**config.mk**
```make
export PLATFORM = sky130hd
export DESIGN_NAME = inv_shift_row_stream
export DESIGN_NICKNAME = d
export VERILOG_FILES = /design/src/rtl/aes_pkg.sv /design/src/rtl/isr_bank.sv /design/src/rtl/inv_shift_row_stream.sv
export SDC_FILE = /design/constraint.sdc
export NUM_CORES = 1
export LEC_CHECK = 0
export CAP_MARGIN = 20
export CORE_UTILIZATION = 57
export CTS_CLUSTER_DIAMETER = 40
export DETAILED_ROUTE_END_ITERATION = 8
export DONT_BUFFER_PORTS = 1
export GPL_TIMING_DRIVEN = 0
export PLACE_DENSITY = 0.75
export SLEW_MARGIN = 20
export SYNTH_ARGS = -nofsm -noshare
export SYNTH_HDL_FRONTEND = slang
export SYNTH_HIERARCHICAL = 1
export SYNTH_SLANG_ARGS = --single-unit
export TNS_END_PERCENT = 30
```
**constraint.sdc**
```tcl
create_clock -name clk -period 3.61 [get_ports clk]
set_input_delay 0.361 -clock clk [delete_from_list [all_inputs] [get_ports clk]]
set_output_delay 0.361 -clock clk [all_outputs]
set_load 0.05 [all_outputs]
```
**src/rtl/aes_pkg.sv**
```systemverilog
// Shared AES datapath widths, bank state encoding and row/column byte helpers.
// Column word layout: [31:24]=row0 .. [7:0]=row3; a state is four columns, column 0 first.
package aes_pkg;

  localparam int COL_W    = 32;
  localparam int BYTE_W   = 8;
  localparam int NUM_COLS = 4;

  typedef logic [NUM_COLS-1:0][COL_W-1:0] state_t;

  typedef enum logic [1:0] {
    BANK_EMPTY    = 2'd0,
    BANK_FILLING  = 2'd1,
    BANK_FULL     = 2'd2,
    BANK_DRAINING = 2'd3
  } bank_state_e;

  function automatic logic [BYTE_W-1:0] get_byte(input state_t st, input logic [1:0] row,
                                                 input logic [1:0] col);
    return st[col][COL_W-1-BYTE_W*row -: BYTE_W];
  endfunction

  // Row r of output column c comes from column c-r (inverse) or c+r (forward), mod 4.
  function automatic logic [COL_W-1:0] shift_col(input state_t st, input logic [1:0] col,
                                                 input logic fwd);
    logic [COL_W-1:0] res;
    logic [1:0]       src;
    res = '0;
    for (int r = 0; r < NUM_COLS; r++) begin
      src = fwd ? col + 2'(r) : col - 2'(r);
      res[COL_W-1-BYTE_W*r -: BYTE_W] = get_byte(st, 2'(r), src);
    end
    return res;
  endfunction

endpackage

```
**src/rtl/isr_bank.sv**
```systemverilog
// One 128-bit state buffer with its EMPTY/FILLING/FULL/DRAINING FSM and a combinational permuted read port.
// Latency: FULL the cycle after column 3 is written; backpressure: contents frozen while FULL/DRAINING. Macro ISR_FWD_MODE_EN adds a per-bank mode bit.
module isr_bank
  import aes_pkg::*;
(
  input  logic        clk,
  input  logic        rst_n,
  input  logic        flush,
  input  logic        wr_en,
  input  logic [1:0]  wr_idx,
  input  logic [31:0] wr_col,
`ifdef ISR_FWD_MODE_EN
  input  logic        wr_mode,
`endif
  input  logic        rd_sel,
  input  logic        rd_done,
  input  logic [1:0]  rd_idx,
  output logic [1:0]  state,
  output logic [31:0] rd_col
);

  bank_state_e state_q, state_d;
  state_t      mem;
  logic        fwd;

  always_ff @(posedge clk or negedge rst_n) begin
    if (!rst_n)     state_q <= BANK_EMPTY;
    else if (flush) state_q <= BANK_EMPTY;
    else            state_q <= state_d;
  end

  always_comb begin
    state_d = state_q;
    unique case (state_q)
      BANK_EMPTY:    if (wr_en) state_d = BANK_FILLING;
      BANK_FILLING:  if (wr_en && wr_idx == 2'd3) state_d = BANK_FULL;
      BANK_FULL:     if (rd_sel) state_d = BANK_DRAINING;
      BANK_DRAINING: if (rd_done) state_d = BANK_EMPTY;
      default:       state_d = BANK_EMPTY;
    endcase
  end

  // Payload is only trusted while FULL/DRAINING, so it carries no reset.
  always_ff @(posedge clk) begin
    if (wr_en) mem[wr_idx] <= wr_col;
  end

`ifdef ISR_FWD_MODE_EN
  logic mode_q;
  always_ff @(posedge clk) begin
    if (wr_en && wr_idx == 2'd0) mode_q <= wr_mode;
  end
  assign fwd = mode_q;
`else
  assign fwd = 1'b0;
`endif

  assign state  = state_q;
  assign rd_col = shift_col(mem, rd_idx, fwd);

endmodule

```
**src/rtl/inv_shift_row_stream.sv**
```systemverilog
// Streaming AES InvShiftRows over 4-beat column blocks, ping-pong banked; ISR_FWD_MODE_EN adds mode_fwd.
// Latency: out_valid the cycle after input column 3; backpressure: output held stable, in_ready low once the write bank is full.
module inv_shift_row_stream
  import aes_pkg::*;
#(
  parameter int NUM_BANKS = 2
) (
  input  logic        clk,
  input  logic        rst_n,
  input  logic        flush,
  input  logic        in_valid,
  output logic        in_ready,
  input  logic [31:0] in_col,
`ifdef ISR_FWD_MODE_EN
  input  logic        mode_fwd,
`endif
  output logic        out_valid,
  input  logic        out_ready,
  output logic [31:0] out_col,
  output logic        out_last
);

  logic [1:0]           wc, rc;
  logic                 wptr, rptr;
  logic                 in_fire, out_fire;
  logic [NUM_BANKS-1:0] wsel, rsel, wr_open, rd_avail;
  logic [1:0]           bank_st  [NUM_BANKS];
  logic [31:0]          bank_col [NUM_BANKS];

  for (genvar b = 0; b < NUM_BANKS; b++) begin : g_bank
    assign wsel[b]     = (wptr == 1'(b));
    assign rsel[b]     = (rptr == 1'(b));
    assign wr_open[b]  = (bank_st[b] == BANK_EMPTY) || (bank_st[b] == BANK_FILLING);
    assign rd_avail[b] = (bank_st[b] == BANK_FULL) || (bank_st[b] == BANK_DRAINING);

    isr_bank u_bank (
      .clk     (clk),
      .rst_n   (rst_n),
      .flush   (flush),
      .wr_en   (in_fire && wsel[b]),
      .wr_idx  (wc),
      .wr_col  (in_col),
`ifdef ISR_FWD_MODE_EN
      .wr_mode (mode_fwd),
`endif
      .rd_sel  (rsel[b]),
      .rd_done (out_fire && rsel[b] && rc == 2'd3),
      .rd_idx  (rc),
      .state   (bank_st[b]),
      .rd_col  (bank_col[b])
    );
  end

  assign in_ready  = |(wsel & wr_open);
  assign out_valid = |(rsel & rd_avail);
  assign out_last  = out_valid && (rc == 2'd3);
  assign in_fire   = in_valid && in_ready && !flush;
  assign out_fire  = out_valid && out_ready && !flush;

  always_comb begin
    out_col = '0;
    for (int b = 0; b < NUM_BANKS; b++)
      if (rsel[b] && rd_avail[b]) out_col = bank_col[b];
  end

  // Banks fill and drain strictly in order, so the read pointer always names the oldest block.
  always_ff @(posedge clk or negedge rst_n) begin
    if (!rst_n) begin
      wc   <= 2'd0;
      rc   <= 2'd0;
      wptr <= 1'b0;
      rptr <= 1'b0;
    end else if (flush) begin
      wc   <= 2'd0;
      rc   <= 2'd0;
      wptr <= 1'b0;
      rptr <= 1'b0;
    end else begin
      if (in_fire) begin
        wc <= wc + 2'd1;
        if (wc == 2'd3 && NUM_BANKS == 2) wptr <= ~wptr;
      end
      if (out_fire) begin
        rc <= rc + 2'd1;
        if (rc == 2'd3 && NUM_BANKS == 2) rptr <= ~rptr;
      end
    end
  end

endmodule

```
# == Yosys cells after proc, flatten, opt, wreduce, memory -nomap -nowiden ==
# Index checks and enable logic that the tools add are counted.
# totals
register_bits,266
inputBits,37
# classes
eq_ne,16
reduce_logical,33
magnitude_cmp,6
muxes,44
addsub,5
bitwise_logic,4
# op_table
cell,count
$bmux 32 s2,8
$bwmux 128,2
$mux 32,5
$demux 32 s2,1
$mux 24,2
$mux 16,2
$mux 2,14
$ne 3x2->1 const B,6
$logic_and 1x1->1,16
$mux 8,2
$pmux 2 s4,2
$lt 2x3->1 const B,5
$eq 2x2->1 const B,6
$reduce_and 4->1,2
$reduce_bool 2->1,4
$mux 1,6
$ne 3x3->1 const B,2
$add 2x1->2 const B,2
$and 2x2->2,2
$eq 2x1->1 const B,2
$logic_not 2->1,2
$logic_or 1x1->1,4
$reduce_and 2->1,2
$reduce_or 2->1,2
5 further kinds,7

# == Longest topological paths before layout ==
# Gate-level depths: netlist of the first run.
# logic_depth
ltp_word,11
mapped_depth,6

# == Hierarchy ==
# The synthesis of the first run kept the hierarchy.
# modules_own_cells
module,area_each_um2,cells_each,n_inst,seq_area_each_um2
isr_bank (g_bank[0].u_bank),4948.5,192,1,3893.7
isr_bank (g_bank[1].u_bank),4868.4,192,1,3893.7
inv_shift_row_stream,748.2,84,1,150.1

# == Worst setup path before layout of the first run ==
# OpenSTA, ideal clock, no wires.
# synth_path
path_kind,register to register
from,register wptr
to,"register g_bank[0].u_bank/mem[0] in the netlist's numbering, enable pin"
synth_period_minus_slack_ps,4538
arrival_time_ps,4070
path_stages_with_launch,5
slack_ps,-928
setup_time_ps,468
cell_sequence,dfrtp_1 > mux2i_2 > and2_4 > nor3b_2 > nor3b_1
# synth_between
elab_chain_len,6
# synth_lines
element,line,source
start: declaration,inv_shift_row_stream.sv:24,"logic wptr, rptr;"
start signal: assignment,inv_shift_row_stream.sv:81,if (wc == 2'd3 && NUM_BANKS == 2) wptr <= ~wptr;
$not 1->1,inv_shift_row_stream.sv:31,assign wsel[b] = (wptr == 1'(b));
$and 2x2->2 (*),inv_shift_row_stream.sv:54,assign in_ready = |(wsel & wr_open);
$reduce_or 2->1 (*),inv_shift_row_stream.sv:54,
net in_ready,inv_shift_row_stream.sv:12,"output logic in_ready,"
$logic_and 1x1->1 (*) (2 in series),inv_shift_row_stream.sv:57,assign in_fire = in_valid && in_ready && !flush;
$logic_and 1x1->1 (*),inv_shift_row_stream.sv:40,".wr_en (in_fire && wsel[b]),"
end signal: indexed assignment,isr_bank.sv:45,if (wr_en) mem[wr_idx] <= wr_col;
end: declaration,isr_bank.sv:23,state_t mem;
# The timed path passes the listed nets; every way through them passes the cells marked *.
# A chain may end at the register's enable or synchronous reset.

# == Worst setup path in the final report of the first run ==
# layout_path
from,register g_bank[1].u_bank.state_q[1]
to,"register g_bank[0].u_bank/mem[34] in the netlist's numbering, enable pin"
# layout_between
elab_chain_len,7
# layout_lines
element,line,source
start: declaration,isr_bank.sv:22,"bank_state_e state_q, state_d;"
start signal: assignment,isr_bank.sv:29,else state_q <= state_d;
$eq 2x1->1 / $logic_not 2->1 (equally long branches),inv_shift_row_stream.sv:33,assign wr_open[b] = (bank_st[b] == BANK_EMPTY) || (bank_st[b] == BANK_FILLING);
$logic_or 1x1->1 (*),inv_shift_row_stream.sv:33,
$and 2x2->2 (*),inv_shift_row_stream.sv:54,
$reduce_or 2->1 (*),inv_shift_row_stream.sv:54,
net in_ready,inv_shift_row_stream.sv:12,
$logic_and 1x1->1 (*) (2 in series),inv_shift_row_stream.sv:57,
$logic_and 1x1->1 (*),inv_shift_row_stream.sv:40,
# Marked as above.

==> results.yml, run 1 <==
outcome:
  outcome: "finished with violations"
  violations: "DRC"
synth:
  yosys.area_share.simple: 0.0283
  yosysSeqAreaShare: 0.751
  yosysTopAreaCell: "edfxtp_1"
  syn_area_um2: 10600
  synth_top_area_share: 0.728
  syn_avg_cell_area_um2: 22.6
  synth_seq_cells: 266
  synth_top_flop_cell: "edfxtp_1"
  synth_top_family_by_area: "multiplexers"
  ys_types: 37
  syn-instance-count: 468
  yosys-top-cells-count: "edfxtp_1, mux4_2, a22o_1"
  ys_async_sr_fraction: 0.0376
  synth_compound_area_frac: 0.0369
  synth-edff-count: 256
  synthMuxAreaShare: 0.150
  synthAdderAreaFrac: 0.0118
  synth_warnings: 6
  synth_nets: 515
  yosysMostFrequentCell: "edfxtp_1"
  synthTopCellsByArea: "edfxtp_1, mux4_2, mux4_1"
  synth_xor_area_frac: 0
clock_tree:
  cts_root_buffer: "clkbuf_16"
  postCtsSetupBuffers: 0
  ctsHoldBuffers: 34
  cts_htree_levels: 2
  cts_tree: "done"
  clk_pin_slew_ps: 50
  cts_sinks: 266
  cts_resized: 0
  cts_buffers: 34
  clockBufferDepth: 3
  clk_latency_ps: 500
power_and_ir_drop:
  pwr_density_cell_nw_per_um2: 624
  power_leakage_uw: 0.00408
  seqPwrFrac: 0.457
  peakVddDrop_uv: 579
  clkPwrFrac: 0.406
  switching_share: 0.254
  p_int_uw: 5820
  combPwrFrac: 0.137
  power_switching_uw: 1980
grt:
  antenna_found_initial: 1
  grt_pass1_wl_um: 31900
  grt_max_degree: 33
  grt_pass1_vias: 5319
  track_usage: 0.233
  grt-ovfl-total: 0
placement:
  place_congestion: 0.741
  place_hpwl_um: 12500
  portBuffers: 0
  dpl.cell_count: 709
  place_area_um2: 11100
setup_path:
  r2r_end: "g_bank[0].u_bank/mem[34]$_DFFE_PP_"
  worstPathRequired_ps: 3720
  worstPathArrival_ps: 3300
  worstRegToRegCells: 4
  r2r_start: "g_bank[1].u_bank/state[1]$_DFFE_PN0P_"
  worst-setup-path-type: "register to register"
  path_max_fanout: 32
  start_kind: "register"
  r2r_slack_ps: 430
  critPathCaptureType: "register"
cells_and_area:
  post_route_cells_drive_above_1_share: 0.271
  multi_input_area_um2: 2430
  fill_cells: 1039
  nets: 597
  final_design_area_no_fill_um2: 12500
  fin_util: 0.692
  diodes: 0
  regArea_um2: 7940
  syn2layout_area_growth_pct: 18.4
  stdcell_count: 802
floorplanning:
  rows: 49
  die_w_um: 138
  die_h_um: 138
  ios: 72
  initial_core_util: 0.584
  core_um2: 18100
  die_area_um2: 19100
worst_hold_path:
  worstHoldEndpoint: "rc[1]$_DFFE_PN0P_"
  min_from: "flush"
  hold_depth: 2
  hold_path_class: "input pin to register"
timing:
  hold_viol: 0
  setup_viol: 0
  drv_slew: 0
  hold_ws_ps: 46.2
  rsz0062_at_grt: "false"
  period_share: 0.882
  finClkSkew_ps: 17.6
  relSlewSlack: 0.302
  tns_ps: 0
  tightestPinTransition_ps: 1050
  fmaxAchievable_mhz: 314
  timing.final.crit_period_ps: 3180
route:
  drc: 10
  vias_per_cell: 6.23
  drt_iter0_markers: 444
  ant_nets: 0
  dr.pass1.iters: 7
  vias: 4999
  wl_per_cell_um: 26.6
  wirelength_um: 21400
run:
  maxCapViolCount: 0
[cell usage in the layout (no fill, tap or decap), types with 2 or more instances in the layout]
| cell | synthesis | layout |
|---|---|---|
| nand3_1 | 2 | 2 |
| buf_6 | 11 | 13 |
| clkinvlp_4 | 0 | 5 |
| edfxtp_1 | 256 | 256 |
| inv_2 | 0 | 2 |
| buf_4 | 5 | 7 |
| nor2_4 | 0 | 2 |
| inv_1 | 7 | 5 |
| buf_2 | 9 | 9 |
| and3b_2 | 1 | 2 |
| nor3b_2 | 1 | 2 |
| nand2_1 | 6 | 6 |
| mux4_2 | 47 | 47 |
| dlygate4sd3_1 | 0 | 34 |
| clkinv_4 | 0 | 3 |
| nor3_1 | 2 | 2 |
| mux4_1 | 17 | 17 |
| nor2_1 | 5 | 3 |
| o21bai_1 | 2 | 2 |
| buf_16 | 0 | 4 |
| and2b_2 | 2 | 2 |
| inv_6 | 0 | 4 |
| ha_1 | 10 | 10 |
| bufinv_16 | 0 | 2 |
| a22o_1 | 32 | 32 |
| clkinv_2 | 0 | 3 |
| and2_1 | 2 | 2 |
| dfrtp_1 | 10 | 10 |
| clkbuf_16 | 0 | 35 |
| o21ai_1 | 2 | 2 |
| clkinv_1 | 0 | 4 |
| nand2b_1 | 10 | 10 |
| buf_8 | 0 | 3 |
| a2111oi_4 | 2 | 2 |
| mux2i_1 | 5 | 5 |
| nor2b_1 | 6 | 6 |
| nand3_2 | 2 | 2 |
| clkbuf_1 | 0 | 3 |
[routing by layer]
metal / vias to the layer above / track usage / share of wire
met5: - / 0 / 0.00047
met4: 2 / 0.0609 / 0.015
met3: 30 / 0.0572 / 0.073
met2: 170 / 0.397 / 0.51
met1: 2641 / 0.304 / 0.40
li1: 2156 / - / -
[final cells by class]
| cell class | instances | area share |
|---|---|---|
| plain buffers | 25 | 0.0165 |
| multi-input cells | 170 | 0.194 |
| inverters | 7 | 0.00210 |
| clock buffers | 38 | 0.0709 |
| clock inverters | 21 | 0.0151 |
| well taps | 229 | 0.0229 |
| repair buffers | 46 | 0.0442 |
| flip-flops and latches | 266 | 0.634 |
[state kept, by name (all words and copies together), names as in the netlist]
register and count:
rc 2, g_bank.u_bank/state 4, wc 2, rptr 1, g_bank.u_bank/mem 256, wptr 1
[through the flow]
step | setup slack [ps] | total power [uW]
after global routing | 251 | 8040
after floorplan | -894 | 4410
after detailed placement | 375 | 4630
after global placement | -3360 | 4570
after CTS | 355 | 7870
final | 427 | 7800
[power groups by stage]
stage | Clock (uW) | Combinational (uW) | Sequential, uW
after floorplan | 0 | 805 | 3610
after CTS | 3230 | 1080 | 3570
after global placement | 0 | 947 | 3620
final | 3170 | 1070 | 3570
after detailed placement | 0 | 1000 | 3630
after global routing | 3350 | 1120 | 3570
[kinds of logic (layout without fill, tap and decap cells)]
| group | count (synthesis) | in the layout |
|---|---|---|
| flip-flops | 266 | 266 |
| multiplexers | 71 | 71 |
| AND/OR/NAND/NOR | 47 | 47 |
| AO/OA/AOI/OAI | 42 | 42 |
| buffers and inverters | 32 | 137 |
| adder cells (fa/ha/maj) | 10 | 10 |
[worst max-delay path by stage]
stage	endpoint	from	slack, ps
floorplan	g_bank[1].u_bank/mem[0]$_DFFE_PP_	wptr$_DFFE_PN0P_	-890
global placement	g_bank[1].u_bank/mem[26]$_DFFE_PP_	g_bank[1].u_bank/state[1]$_DFFE_PN0P_	-3360
detailed placement	g_bank[0].u_bank/mem[58]$_DFFE_PP_	g_bank[1].u_bank/state[1]$_DFFE_PN0P_	370
CTS	g_bank[0].u_bank/mem[34]$_DFFE_PP_	g_bank[1].u_bank/state[1]$_DFFE_PN0P_	360
global route	g_bank[0].u_bank/mem[34]$_DFFE_PP_	g_bank[1].u_bank/state[1]$_DFFE_PN0P_	250
finish	g_bank[0].u_bank/mem[34]$_DFFE_PP_	g_bank[1].u_bank/state[1]$_DFFE_PN0P_	430
[critical path, stage by stage, from the launching register on]
cell and delay, ps:
dfrtp_1 490, mux2i_2 750, and2_4 290, nor3b_2 310
and3b_2 950
Power figures use the tool's default switching activity.
==> run 2, diff against run 1 <==
Settings changed: CORE_UTILIZATION 57 to 45, PLACE_DENSITY 0.75 to not set.
==> results.yml, run 2 (synthesis gave the netlist of run 1 again) <==
route:
  vias: 4933
  ant_nets: 0
  wl_per_cell_um: 24.1
  dr.pass1.iters: 4
  wirelength_um: 21600
  drc: 0
  drt_iter0_markers: 308
  vias_per_cell: 5.51
floorplanning:
  die_w_um: 155
  core_um2: 22800
  rows: 55
  die_h_um: 155
  initial_core_util: 0.462
  die_area_um2: 24100
  ios: 72
setup_path:
  worstPathArrival_ps: 3490
  crit_chain: "mux2i_2 -> and2_4 -> nor3b_2 -> nor3b_4 -> buf_8 -> buf_6 -> buf_6"
  critPathCaptureType: "register"
  path_max_fanout: 11
  worst-setup-path-type: "register to register"
  start_kind: "register"
  path_delay_family: "simple AND/OR/NAND/NOR gates"
  cp_common_cell: "buf_6"
  max_stage_delay_ps: 740
  worst-path-buf-inv: 3
  cpMaxStageDelayCell: "mux2i_2"
  worstPathRequired_ps: 3820
run:
  maxCapViolCount: 0
grt:
  grt_pass1_wl_um: 32200
  grt_busiest_layer: "met2"
  grt-ovfl-total: 0
  grt_use_met1: 0.240
  grt_pass1_vias: 5268
  track_usage: 0.186
  grt_util_met3: 0.0446
  grt_max_degree: 33
  antenna_found_initial: 0
  grt_use_met2: 0.311
power_and_ir_drop:
  power_leakage_uw: 0.00417
  finalPower_uw: 8090
  pwr_density_cell_nw_per_um2: 634
  peakVddDrop_uv: 348
timing:
  drv_slew: 0
  timing.final.crit_period_ps: 3280
  fmaxAchievable_mhz: 305
  finClkSkew_ps: 13.3
  hold_viol: 0
  period_share: 0.908
  layout_setup_ws_ps: 333
  tightestPinTransition_ps: 1080
  relSlewSlack: 0.277
  rsz0062_at_grt: "false"
  setup_viol: 0
clock_tree:
  postCtsSetupBuffers: 0
  clk_latency_ps: 510
  cts_buffers: 37
  cts_root_buffer: "clkbuf_16"
  clockBufferDepth: 3
  cts_htree_levels: 2
  clk_pin_slew_ps: 50
  cts_sinks: 266
  cts_tree: "done"
cells_and_area:
  layout_commonest_cell: "edfxtp_1"
  layout.cells.most_common_list: "edfxtp_1, mux4_2, clkbuf_16, dlygate4sd3_1, a22o_1"
  syn2layout_area_growth_pct: 20.8
  fill_cells: 1773
  multi_input_area_um2: 2430
  nets: 603
  top_register: "g_bank.u_bank/mem"
  post_route_cells_drive_above_1_share: 0.278
  largest_reg_flops: 256
  diodes: 0
  fin_util: 0.559
  final_design_area_no_fill_um2: 12800
  regArea_um2: 7940
placement:
  portBuffers: 0
  pre_cts_slack_ps: 271
  place_area_um2: 11200
  place_congestion: 0.740
  place_hpwl_um: 13200
outcome:
  outcome: "finished, final reports clean"
worst_hold_path:
  hold_path_class: "input pin to register"
-- run 2: cell count changes in the layout (fill, tap and decap cells not counted), sizes merged --
cell | previous run | this run
buf | 37 | 40
bufinv | 2 | 3
clkbuf | 38 | 43
clkinv | 10 | 13
clkinvlp | 5 | 2
-- run 2: worst paths after layout --
check	start	endpoint	depth (start not counted)	slack [ps]
worst min-delay path	flush	wc[0]$_DFFE_PN0P_	2	20
min in group asynchronous	rst_n	wptr$_DFFE_PN0P_	1	250
max in group asynchronous	rst_n	rptr$_DFFE_PN0P_	1	3020
worst min register to register	g_bank[0].u_bank/state[0]$_DFFE_PN0P_	g_bank[0].u_bank/state[0]$_DFFE_PN0P_	2	600
worst max-delay path	g_bank[1].u_bank/state[1]$_DFFE_PN0P_	g_bank[0].u_bank/mem[7]$_DFFE_PP_	7	330
worst max register to register	g_bank[1].u_bank/state[1]$_DFFE_PN0P_	g_bank[0].u_bank/mem[7]$_DFFE_PP_	7	330
-- run 2: area by class of cell --
type,count,share of cell area
plain buffers,25,0.0162
inverters,7,0.00206
multi-input cells,170,0.190
clock buffers,43,0.0776
clock inverters,22,0.0165
repair buffers,49,0.0451
flip-flops and latches,266,0.622
well taps,313,0.0307
-- run 2: through the flow --
stage	cells	hold slack, ps	setup TNS [ps]
after floorplan	468	65.4	-28600
after global placement	781	65.8	-265790
after detailed placement	796	65.7	0
after CTS	895	0.579	0
after global routing	895	16.1	0
final	895	21.3	0
-- run 2: what timing repair did --
| item | in CTS | in global routing |
|---|---|---|
| resized for setup | 0 | 0 |
| endpoints found under the hold margin | 268 | 0 |
| hold buffers | 34 | 0 |
-- run 2: power by group --
part           switching (uW)  leakage, uW  internal, uW
logic                     671      0.00114           391
clock network            1280     0.000586          2190
registers                61.3      0.00245          3500
total                    2010      0.00417          6080
-- run 2: layer usage --
| metal | vias to the layer above | part of all wire | wire length [um] |
|---|---|---|---|
| met5 | - | 0 | 0 |
| met4 | 0 | 0.018 | 388 |
| met3 | 29 | 0.075 | 1620 |
| met2 | 167 | 0.50 | 10800 |
| met1 | 2570 | 0.41 | 8820 |
| li1 | 2167 | - | - |
==> run 3, diff against run 2 <==
Settings changed: CORE_ASPECT_RATIO set to 0.6.
==> results.yml, run 3 (synthesis gave the netlist of run 1 again) <==
setup_path:
  worst-setup-path-type: "register to register"
  r2r_slack_ps: 440
  path_max_fanout: 32
  r2r_end: "g_bank[0].u_bank/mem[48]$_DFFE_PP_"
  worstPathRequired_ps: 3750
  worstPathArrival_ps: 3310
  start_kind: "register"
  critPathCaptureType: "register"
  worstRegToRegCells: 4
  r2r_start: "g_bank[0].u_bank/state[1]$_DFFE_PN0P_"
clock_tree:
  clockBufferDepth: 3
  cts_root_buffer: "clkbuf_16"
  clk_pin_slew_ps: 60
  cts_sinks: 266
  clk_latency_ps: 520
  cts_htree_levels: 1
  cts_buffers: 26
  cts_tree: "done"
route:
  drt_iter0_markers: 315
  dr.pass1.iters: 4
  wirelength_um: 21400
  vias: 4843
  vias_per_cell: 5.50
  wl_per_cell_um: 24.2
  ant_nets: 0
  drc: 0
outcome:
  outcome: "finished, final reports clean"
power_and_ir_drop:
  seqPwrFrac: 0.496
  power_leakage_uw: 0.00398
  combPwrFrac: 0.151
  peakVddDrop_uv: 514
  switching_share: 0.255
  clkPwrFrac: 0.353
  power_switching_uw: 1830
  pwr_density_cell_nw_per_um2: 578
  p_int_uw: 5350
cells_and_area:
  fin_util: 0.538
  syn2layout_area_growth_pct: 17.4
  post_route_cells_drive_above_1_share: 0.251
  layout.cells.most_common_list: "edfxtp_1, mux4_2, dlygate4sd3_1, a22o_1, clkbuf_16"
  stdcell_count: 881
  final_design_area_no_fill_um2: 12400
  top_register: "g_bank.u_bank/mem"
  nets: 592
  largest_reg_flops: 256
  layout_commonest_cell: "edfxtp_1"
floorplanning:
  core_um2: 23100
  initial_core_util: 0.458
  ios: 72
  die_area_um2: 24100
  die_h_um: 121
  die_w_um: 200
  rows: 43
placement:
  place_congestion: 0.712
  portBuffers: 0
  place_hpwl_um: 13300
  pre_cts_slack_ps: 437
  place_area_um2: 11300
  dpl.cell_count: 797
timing:
  drv_slew: 0
  tightestPinTransition_ps: 977
  relSlewSlack: 0.349
  fmaxAchievable_mhz: 316
  layout_setup_ws_ps: 441
  hold_viol: 0
  rsz0062_at_grt: "false"
  finClkSkew_ps: 7.06
  setup_viol: 0
  tns_ps: 0
  period_share: 0.878
  timing.final.crit_period_ps: 3170
worst_hold_path:
  worstHoldEndpoint: "g_bank[0].u_bank/state[1]$_DFFE_PN0P_"
  min_from: "flush"
  hold_depth: 2
  hold_path_class: "input pin to register"
grt:
  grt_pass1_vias: 4975
  grt-ovfl-total: 0
  track_usage: 0.184
  grt_max_degree: 33
  grt_pass1_wl_um: 31800
  antenna_found_initial: 1
run:
  maxCapViolCount: 0
==> run 3: what timing repair did <==
action	4_1_cts	5_1_grt
endpoints found under the hold margin	268	0
hold buffers	35	0
gates resized for setup	0	0
buffers inserted	0	0
==> run 3: worst max path at each step <==
stage                                           from                                 end  slack (ps)
3_5_place_dp   g_bank[0].u_bank/state[1]$_DFFE_PN0P_  g_bank[0].u_bank/mem[50]$_DFFE_PP_         440
2_1_floorplan                       wptr$_DFFE_PN0P_   g_bank[1].u_bank/mem[0]$_DFFE_PP_        -890
4_1_cts        g_bank[0].u_bank/state[1]$_DFFE_PN0P_  g_bank[0].u_bank/mem[53]$_DFFE_PP_         380
3_3_place_gp   g_bank[1].u_bank/state[1]$_DFFE_PN0P_  g_bank[1].u_bank/mem[18]$_DFFE_PP_       -3600
5_1_grt        g_bank[0].u_bank/state[1]$_DFFE_PN0P_  g_bank[0].u_bank/mem[49]$_DFFE_PP_         290
6_report       g_bank[0].u_bank/state[1]$_DFFE_PN0P_  g_bank[0].u_bank/mem[48]$_DFFE_PP_         440
==> run 3: area by class of cell <==
cell class | count | area [um2]
clock inverter | 13 | 97.6
timing repair buffer | 49 | 611
buffer | 25 | 206
sequential | 266 | 7940
clock buffer | 35 | 706
antenna | 1 | 2.50
fill | 1747 | 10700
multi-input combinational | 170 | 2430
tap | 315 | 394
inverter | 7 | 26.3
==> run 3: power by group through the flow <==
stage | registers, uW | logic (uW) | clock network (uW)
final | 3560 | 1080 | 2530
after global routing | 3570 | 1150 | 2690
after CTS | 3560 | 1100 | 2580
after detailed placement | 3630 | 1030 | 0
after global placement | 3620 | 972 | 0
after floorplan | 3610 | 805 | 0
==> run 3: per-stage QoR <==
step,total power (uW),hold slack (ps)
6_report,7180,18.0
5_1_grt,7410,21.5
4_1_cts,7240,1.40
3_5_place_dp,4660,65.7
3_3_place_gp,4590,65.7
2_1_floorplan,4410,65.4
==> run 3: worst max-delay path: stages (launching register included) <==
cell	delay, ps
dfrtp_1	490
mux2i_2	730
and2_4	290
nor3b_2	340
and3b_2	910
==> run 3: per-layer routing <==
layer  wire length [um]  global-route usage
met1               9910               0.274
met4                286              0.0358
met3               1290              0.0407
met2               9870               0.280
met5                  0                   0
